===== config.mk =====
export PLATFORM = sky130hd
export DESIGN_NAME = scg_writeap_burst_flat
export DESIGN_NICKNAME = d
export VERILOG_FILES = /design/src/rtl/scg_pkg.sv /design/src/rtl/scg_writeap_burst_if.sv /design/src/rtl/scg_wait_cnt.sv /design/src/rtl/scg_writeap_burst.sv /design/src/flat_wrapper.sv
export SDC_FILE = /design/constraint.sdc
export NUM_CORES = 1
export LEC_CHECK = 0
export CELL_PAD_IN_SITES_DETAIL_PLACEMENT = 1
export CELL_PAD_IN_SITES_GLOBAL_PLACEMENT = 2
export CORE_AREA = 2 2 49 51
export DETAILED_ROUTE_END_ITERATION = 6
export DIE_AREA = 0 0 51 53
export PLACE_DENSITY_LB_ADDON = 0.1
export RECOVER_POWER = 50
export SYNTH_ARGS = -nofsm -noshare
export SYNTH_HDL_FRONTEND = slang
export SYNTH_SLANG_ARGS = --single-unit
export TNS_END_PERCENT = 10

===== constraint.sdc =====
create_clock -name clk -period 1.7 [get_ports clk]
set_clock_uncertainty 0.15 [all_clocks]
set_input_delay 0.255 -clock clk [delete_from_list [all_inputs] [get_ports clk]]
set_output_delay 0.255 -clock clk [all_outputs]
set_load 0.005 [all_outputs]

===== src/rtl/scg_pkg.sv =====
// Shared definitions for the scg_* SDRAM command sequencers: command codes,
// the write-AP burst state encoding and small sizing helpers.
package scg_pkg;

  typedef logic [3:0] cmd_t;

  localparam cmd_t CMD_NOP    = 4'd0;
  localparam cmd_t CMD_WRITEA = 4'd5;

  typedef enum logic [2:0] {
    WAP_IDLE,
    WAP_WRITE,
    WAP_BURST,
    WAP_RECOVER,
    WAP_PRECHG,
    WAP_DONE
  } wap_state_e;

  function automatic int scg_max(input int a, input int b);
    return (a > b) ? a : b;
  endfunction

  // Beat index width; never below 1 so a single-beat build still has a port.
  function automatic int scg_beat_w(input int burst_len);
    return (burst_len > 1) ? $clog2(burst_len) : 1;
  endfunction

endpackage


===== src/rtl/scg_writeap_burst_if.sv =====
// Controller <-> write-AP burst sequencer bundle. The optional term input
// exists only when SCG_BURST_TERM_EN is defined.
//
// Handshake: start is a level request the controller holds until it sees done;
// done stays high while start is held and the sequencer returns to idle one
// cycle after start drops. A new request needs start low for at least a cycle.
interface scg_writeap_burst_if
  import scg_pkg::*;
#(
  parameter int BURST_LEN = 4
);
  localparam int BEAT_W = scg_beat_w(BURST_LEN);

  logic              start;
`ifdef SCG_BURST_TERM_EN
  logic              term;
`endif
  logic              done;
  logic              chip;
  cmd_t              command;
  logic [BEAT_W-1:0] beat;
  logic              busy;
  wap_state_e        state;

`ifdef SCG_BURST_TERM_EN
  modport master (output start, term, input done, chip, command, beat, busy, state);
  modport slave  (input start, term, output done, chip, command, beat, busy, state);
`else
  modport master (output start, input done, chip, command, beat, busy, state);
  modport slave  (input start, output done, chip, command, beat, busy, state);
`endif

endinterface


===== src/rtl/scg_wait_cnt.sv =====
// Loadable down-counter with zero flag, shared by the scg_* sequencers for
// their fixed-length timing waits. Load has priority; counting stops at zero.
module scg_wait_cnt #(
  parameter int W = 2
) (
  input  logic         clk,
  input  logic         n_rst,
  input  logic         load_i,
  input  logic [W-1:0] load_val_i,
  input  logic         dec_i,
  output logic         zero_o
);

  logic [W-1:0] cnt_q, cnt_d;

  always_comb begin
    cnt_d = cnt_q;
    if (load_i) begin
      cnt_d = load_val_i;
    end else if (dec_i && (cnt_q != '0)) begin
      cnt_d = cnt_q - 1'b1;
    end
  end

  always_ff @(posedge clk or negedge n_rst) begin
    if (!n_rst) begin
      cnt_q <= '0;
    end else begin
      cnt_q <= cnt_d;
    end
  end

  assign zero_o = (cnt_q == '0);

endmodule


===== src/rtl/scg_writeap_burst.sv =====
// Burst write with auto-precharge: WRITEA, BURST_LEN data beats, tWR, tRP, done.
// Define SCG_BURST_TERM_EN to allow early burst termination through bus.term.
module scg_writeap_burst
  import scg_pkg::*;
#(
  parameter int BURST_LEN = 4,
  parameter int TWR       = 2,
  parameter int TRP       = 2
) (
  input  logic                  clk,
  input  logic                  n_rst,
  scg_writeap_burst_if.slave    bus
);

  localparam int BEAT_W = scg_beat_w(BURST_LEN);
  localparam int CNT_W  = $clog2(scg_max(TWR, TRP) + 1);

  localparam logic [BEAT_W-1:0] LAST_BEAT = BEAT_W'(BURST_LEN - 1);
  localparam logic [CNT_W-1:0]  TWR_LOAD  = CNT_W'(TWR - 1);
  localparam logic [CNT_W-1:0]  TRP_LOAD  = CNT_W'(TRP - 1);

  wap_state_e        state_q, state_d;
  logic [BEAT_W-1:0] beat_q, beat_d;
  logic              cnt_load;
  logic [CNT_W-1:0]  cnt_val;
  logic              cnt_dec;
  logic              cnt_zero;
  logic              term_w;

`ifdef SCG_BURST_TERM_EN
  assign term_w = bus.term;
`else
  assign term_w = 1'b0;
`endif

  scg_wait_cnt #(.W(CNT_W)) u_wait_cnt (
    .clk        (clk),
    .n_rst      (n_rst),
    .load_i     (cnt_load),
    .load_val_i (cnt_val),
    .dec_i      (cnt_dec),
    .zero_o     (cnt_zero)
  );

  always_comb begin
    state_d  = state_q;
    beat_d   = beat_q;
    cnt_load = 1'b0;
    cnt_val  = '0;
    cnt_dec  = 1'b0;
    case (state_q)
      WAP_IDLE: begin
        if (bus.start) begin
          state_d = WAP_WRITE;
          beat_d  = '0;
        end
      end
      WAP_WRITE: begin
        // The WRITEA cycle already carries beat 0.
        if ((BURST_LEN == 1) || term_w) begin
          state_d  = WAP_RECOVER;
          beat_d   = '0;
          cnt_load = 1'b1;
          cnt_val  = TWR_LOAD;
        end else begin
          state_d = WAP_BURST;
          beat_d  = BEAT_W'(1);
        end
      end
      WAP_BURST: begin
        if ((beat_q == LAST_BEAT) || term_w) begin
          state_d  = WAP_RECOVER;
          beat_d   = '0;
          cnt_load = 1'b1;
          cnt_val  = TWR_LOAD;
        end else begin
          beat_d = beat_q + 1'b1;
        end
      end
      WAP_RECOVER: begin
        if (cnt_zero) begin
          state_d  = WAP_PRECHG;
          cnt_load = 1'b1;
          cnt_val  = TRP_LOAD;
        end else begin
          cnt_dec = 1'b1;
        end
      end
      WAP_PRECHG: begin
        if (cnt_zero) begin
          state_d = WAP_DONE;
        end else begin
          cnt_dec = 1'b1;
        end
      end
      WAP_DONE: begin
        // No re-trigger: start must drop before another sequence can begin.
        if (!bus.start) begin
          state_d = WAP_IDLE;
        end
      end
      default: begin
        state_d = WAP_IDLE;
        beat_d  = '0;
      end
    endcase
  end

  always_ff @(posedge clk or negedge n_rst) begin
    if (!n_rst) begin
      state_q <= WAP_IDLE;
      beat_q  <= '0;
    end else begin
      state_q <= state_d;
      beat_q  <= beat_d;
    end
  end

  // Outputs decode registered state only, so start never reaches them combinationally.
  assign bus.done    = (state_q == WAP_DONE);
  assign bus.chip    = (state_q == WAP_WRITE) || (state_q == WAP_BURST);
  assign bus.command = (state_q == WAP_WRITE) ? CMD_WRITEA : CMD_NOP;
  assign bus.beat    = beat_q;
  assign bus.busy    = (state_q != WAP_IDLE) && (state_q != WAP_DONE);
  assign bus.state   = state_q;

endmodule


===== src/flat_wrapper.sv =====
// flat-port wrapper written by rule: the top's interface ports become plain ports
module scg_writeap_burst_flat import scg_pkg::*;
#(
  parameter int BURST_LEN = 4,
  parameter int TWR       = 2,
  parameter int TRP       = 2
)
  (clk, n_rst, bus_start, bus_done, bus_chip, bus_command, bus_beat, bus_busy, bus_state);
  scg_writeap_burst_if #(.BURST_LEN(BURST_LEN)) bus_i ();
  input  logic clk;
  input  logic n_rst;
  input wire logic [$bits(bus_i.start)-1:0] bus_start;
  output wire logic [$bits(bus_i.done)-1:0] bus_done;
  output wire logic [$bits(bus_i.chip)-1:0] bus_chip;
  output wire logic [$bits(bus_i.command)-1:0] bus_command;
  output wire logic [$bits(bus_i.beat)-1:0] bus_beat;
  output wire logic [$bits(bus_i.busy)-1:0] bus_busy;
  output wire logic [$bits(bus_i.state)-1:0] bus_state;
  assign bus_i.start = bus_start;
  assign bus_done = bus_i.done;
  assign bus_chip = bus_i.chip;
  assign bus_command = bus_i.command;
  assign bus_beat = bus_i.beat;
  assign bus_busy = bus_i.busy;
  assign bus_state = bus_i.state;
  scg_writeap_burst #(.BURST_LEN(BURST_LEN), .TWR(TWR), .TRP(TRP)) u_core (.clk(clk), .n_rst(n_rst), .bus(bus_i));
endmodule

== Word-level counts from Yosys, hierarchy flattened ==
Index checks and enable logic that the tools add are counted.

* Flip-flop bits (word level): 7
* Bits of input ports: 3

* Add/sub/neg operators: 2
* Equality and inequality tests: 12
* Muxes and demuxes: 20
* Bitwise gates (word level): 1
* Reduce and logical (&&, ||, !) cells: 12

{| class="wikitable"
|+ Operators by type and width
! kind !! count
|-
| 3-bit two-way mux || 6
|-
| 3-bit one-hot mux with 6 select lines || 1
|-
| 2-bit two-way mux || 4
|-
| 2-bit one-hot mux with 4 select lines || 1
|-
| 3-bit by 2-bit equality test with 1-bit output (second input constant) || 2
|-
| 3-bit equality test (second input constant) || 2
|-
| 1-bit two-way mux || 6
|-
| 2-bit by 1-bit inequality test with 1-bit output (second input constant) || 3
|-
| 5-bit AND reduction || 1
|-
| 2-bit inequality test (second input constant) || 2
|-
| 2-bit one-hot mux with 2 select lines || 1
|-
| 2-bit nonzero test || 2
|-
| 3-bit by 1-bit equality test with 1-bit output (second input constant) || 1
|-
| 3-bit zero test || 1
|-
| 3-bit inequality test (second input constant) || 1
|-
| 3-bit nonzero test || 1
|-
| 3-bit OR reduction || 1
|-
| 2-bit by 1-bit adder with 2-bit output (second input constant) || 1
|-
| 2-bit equality test (second input constant) || 1
|-
| 1-bit logical AND || 2
|-
| 2-bit zero test || 1
|-
| 1-bit one-hot mux with 2 select lines || 1
|-
| 2-bit AND reduction || 1
|-
| 2-bit OR reduction || 1
|-
| 3 further kinds || 3
|}

== Longest topological paths before layout ==
Gate-level depths: netlist of run 1.

* Depth in word-level cells: 6
* Depth in mapped cells: 5

== Cells and area by module ==
From an unflattened synthesis of run 1, not the netlist that was laid out.

* Cells, all modules: 63
* Area, all modules: 549.3 µm²

{| class="wikitable"
|+ Modules (own cells, without submodules)
! module !! instances !! cells each !! area each (µm²) !! sequential area each (µm²)
|-
| scg_writeap_burst || 1 || 50 || 416.6 || 125.1
|-
| scg_wait_cnt || 1 || 13 || 132.6 || 50.0
|}

== Worst setup path before layout of run 1 ==
No wires, ideal clock.

* Path kind: reg2reg
* From: reg u_core.u_wait_cnt.cnt_q[0]
* To: reg u_core.u_wait_cnt.cnt_q[0]
* Library setup time: 126 ps
* Arrival: 1242 ps
* Data required time: 1424 ps
* Slack: 182 ps
* Cell stages (with the launch flop): 5
* Path buffers: 0
* Clock period less this slack: 1518 ps
* Cells stage by stage: dfrtp_1 inv_1 ha_1 or4_1 o311a_1

* Longest elaborated chain between the ends: 5
* Elaborated cells on any way between the ends: 13
* Those cells by class: add/sub (1); mux (8); reduce/logical (4)

{| class="wikitable"
|+ Ends and longest elaborated chain
! what !! RTL line !! text
|-
| start, declared || scg_wait_cnt.sv:14 || <nowiki>logic [W-1:0] cnt_q, cnt_d;</nowiki>
|-
| start signal, assigned || scg_wait_cnt.sv:29 || <nowiki>cnt_q <= cnt_d;</nowiki>
|-
| 2-bit zero test || scg_wait_cnt.sv:33 || <nowiki>assign zero_o = (cnt_q == '0);</nowiki>
|-
| 1-bit two-way mux || scg_writeap_burst.sv:81, scg_writeap_burst.sv:90 ||
|-
| 1-bit two-way mux || - ||
|-
| 1-bit logical AND || scg_wait_cnt.sv:20 || <nowiki>end else if (dec_i && (cnt_q != '0)) begin</nowiki>
|-
| 2-bit nonzero test (no source line) || - ||
|}

Parallel ways exist; a longest one is shown, timed or not. The select of a mux whose other input is x is not followed.
A chain may end at the register's enable or synchronous reset.

== Final worst setup path of run 1 ==
* From: reg u_core.state_q[1], in the netlist u_core.bus.state[1]
* To: out bus_state[1]

{| class="wikitable"
|+ RTL lines
! what !! RTL line !! text
|-
| start, declared || scg_writeap_burst.sv:22 || <nowiki>wap_state_e state_q, state_d;</nowiki>
|-
| start signal, assigned || scg_writeap_burst.sv:114 || <nowiki>state_q <= state_d;</nowiki>
|-
| end, declared || flat_wrapper.sv:18 || <nowiki>output wire logic [$bits(bus_i.state)-1:0] bus_state;</nowiki>
|}

No word-level cell between the ends.

==> impl_metrics.tcl, run 1 <==
set metrics [dict create \
    p_int_uw 887 \
    synth_top_area_share_pct 32.5 \
    endpoint "bus_state[1]" \
    antenna_found_initial 0 \
    cts_hold_buf 0 \
    synth_cells 63 \
    avgViaCountPerCell 4.58 \
    hold_path_class "primary input to asynchronous set/reset pin" \
    grtUsageTotal_pct 13.3 \
    rsz0062_at_grt "yes" \
    ys_dominant_reg_cell "dfrtp_1" \
    chipHeight_um 53 \
    critPathKind "register to primary output" \
    start_util_pct 25.1 \
    port_buffers 12 \
    root_buffer "clkbuf_4" \
    cts_tree "built" \
    cts.sinks 7 \
    fin_crit_ns 1.65 \
    avgSynthCellArea_um2 8.56 \
    reg2reg_depth 4 \
    reg2reg_slack_ns 0.11 \
    reg2reg_to "u_core.u_wait_cnt.cnt_q[0]" \
    row_count 17 \
    p_seq_share_pct 23.8 \
    cts_made_buffers 3 \
    area_growth_syn_to_layout_pct 48.3 \
    final_hold_viol_count 0 \
    p_sw_uw 567 \
    yosys.area.top_type "dfrtp_1" \
    gp_congestion 0.682 \
    ant_nets 0 \
    overflow 0 \
    r2r-start "u_core.u_wait_cnt.cnt_q[0]" \
    diodes 0 \
    cap_violations 0 \
    die_w_um 51 \
    fmax_mhz 608 \
    post-place-ws_ns 0.0437 \
    power_uw 1450 \
    drcViolationCount 0 \
    routed_wirelength_um 1480 \
    yosysUniqueCellTypes 27 \
    n_fill_cell 261 \
    vias 527 \
    startpoint "u_core.bus.state[1]" \
    path_clk_slew_ns 0.06 \
    fin_nets 93 \
    core-area_um2 2150 \
    hold-worst-slack_ns 0.193 \
    clockBufferDepth 2 \
    crit_path_start_kind "register" \
    fin_area_um2 800 \
    cp_max_fo 6 \
    grt_pass1_wl_um 2560 \
    drt-initial-drc-count 2 \
    clk_latency_ns 0.26 \
    worst_ep_arrival_time_ns 1.24 \
    outcome "completed" \
    grt_pass1_vias 535 \
    drv_slew 0 \
    setup_viol 0 \
    grt_max_degree 14 \
    synth-seq-cells 7 \
    ios 15 \
    synth_warnings 0 \
    ir_drop_uv 773 \
    place_area_um2 741 \
    synth_edf_count 0 \
    worst_slack_ns 0.0539 \
    fin_tns_setup_ns 0 \
    crit_required_ns 1.29 \
    switching_share_pct 39.0 \
    power_frac_comb_pct 64.6 \
    async_flop_share_pct 100 \
    drt-pass1-iter-count 2 \
    ys_seq_area_share_pct 32.5 \
    dieArea_um2 2700 \
    synth_area_leaders "dfrtp_1 (32%), mux2i_1 (7.4%), nor2_1 (7.0%), ha_1 (4.6%), nand2b_1 (4.6%)" \
    avgRoutedWirePerCell_um 12.8 \
    leakagePower_uw 0.000368 \
    power_frac_clock_pct 11.5 \
    end_kind "primary output" \
    post-dp-hpwl_um 1090 \
    htreeDepth 1 \
    fin_crit_sh_pct 96.8 \
    p_per_area_nw_per_um2 1820 \
    final_layout_size_suffix_gt1_share_pct 23.0 \
    syn_area_um2 539 \
]
[final cells by class]
class / instances / area (um^2) / share of cell area [%]
clock buffers: 4 / 26.3 / 3.29
well taps: 28 / 35.0 / 4.38
repair buffers: 25 / 223 / 27.9
flip-flops and latches: 7 / 178 / 22.2
multi-input cells: 48 / 327 / 40.8
inverters: 3 / 11.3 / 1.41
[critical path: stages (launching register included)]
cell	delay [ns]
dfrtp_2	0.44
buf_4	0.14
buf_4	0.14
dlygate4sd2_1	0.26
[worst min path at each step]
stage | slack, ns | to | startpoint | cells past startpoint
floorplan | -0.19 | u_core.bus.beat[0] | n_rst | 0
global placement | 0.42 | u_core.bus.beat[0] | n_rst | 1
detailed placement | 0.42 | u_core.bus.beat[1] | n_rst | 1
CTS | 0.14 | u_core.bus.beat[1] | n_rst | 1
global route | 0.22 | u_core.bus.beat[1] | n_rst | 1
finish | 0.19 | u_core.bus.beat[1] | n_rst | 1
[routing by layer]
layer	routed length [um]	global-route usage [%]
met1	700	17.0
met2	712	21.4
met3	23	0.847
met4	38	9.46
met5	0	0
[layout by cell type, fill, tap and decap left out, drive strengths merged, types with 2 or more instances in the layout]
| cell | n |
|---|---|
| dlygate4sd2 | 6 |
| clkdlybuf4s50 | 3 |
| ha | 2 |
| nand2b | 5 |
| nor2b | 2 |
| nand3b | 2 |
| buf | 12 |
| mux2i | 4 |
| o21ai | 4 |
| a32oi | 2 |
| clkbuf | 5 |
| nor3b | 2 |
| conb | 2 |
| nand2 | 2 |
| clkdlybuf4s15 | 2 |
| inv | 3 |
| dfrtp | 7 |
| nor2 | 10 |
| o22ai | 3 |
[stage by stage]
| stage | instances | util (%) |
|---|---|---|
| final | 115 | 37.2 |
| after CTS | 112 | 36.2 |
| after detailed placement | 107 | 34.5 |
| after global placement | 107 | 34.5 |
| after global routing | 115 | 37.2 |
| after floorplan | 64 | - |
[logic make-up after synthesis]
group | after synthesis | synth area share (%)
adders and majority gates | 2 | 4.64
other | 1 | 0.695
muxes | 4 | 7.42
xor gates and xnor gates | 1 | 1.62
buffers and inverters | 9 | 9.05
AOI/OAI and AO/OA | 11 | 13.7
and+or+nand+nor | 28 | 30.4
DFF | 7 | 32.5
[registers in the layout (all words and copies together), names as in the netlist]
signal                   flops
u_core.u_wait_cnt.cnt_q      2
u_core.bus.beat              2
u_core.bus.state             3
[synth_stat cells, drive strengths merged, types with 2 or more instances]
cell    number
a32oi        2
buf          6
dfrtp        7
ha           2
inv          3
mux2i        4
nand2        2
nand2b       5
nand3b       2
nor2        10
nor2b        2
nor3b        2
o21ai        4
o22ai        3
[repair_timing]
item,in CTS,in global routing
hold endpoints to repair,0,0
resized for setup,12,2
pin swaps,0,0
setup buffers,1,3
endpoints found under the setup margin,8,2
[power groups by stage]
stage	logic, uW	clock network [uW]	registers [uW]
after detailed placement	947	0	346
after global placement	947	0	342
final	940	167	347
after global routing	1070	183	363
after CTS	939	172	348
after floorplan	527	0	328
Power figures use the tool's default switching activity.
==> run 2: changes to the inputs <==
--- a/config.mk
+++ b/config.mk
@@ -8,6 +8,7 @@
 export CELL_PAD_IN_SITES_DETAIL_PLACEMENT = 1
 export CELL_PAD_IN_SITES_GLOBAL_PLACEMENT = 2
 export CORE_AREA = 2 2 49 51
+export CTS_CLUSTER_DIAMETER = 50
 export DETAILED_ROUTE_END_ITERATION = 6
 export DIE_AREA = 0 0 51 53
 export PLACE_DENSITY_LB_ADDON = 0.1
==> results of run 2 <==
Final layout, timing and power as in run 1 (identical DEF).
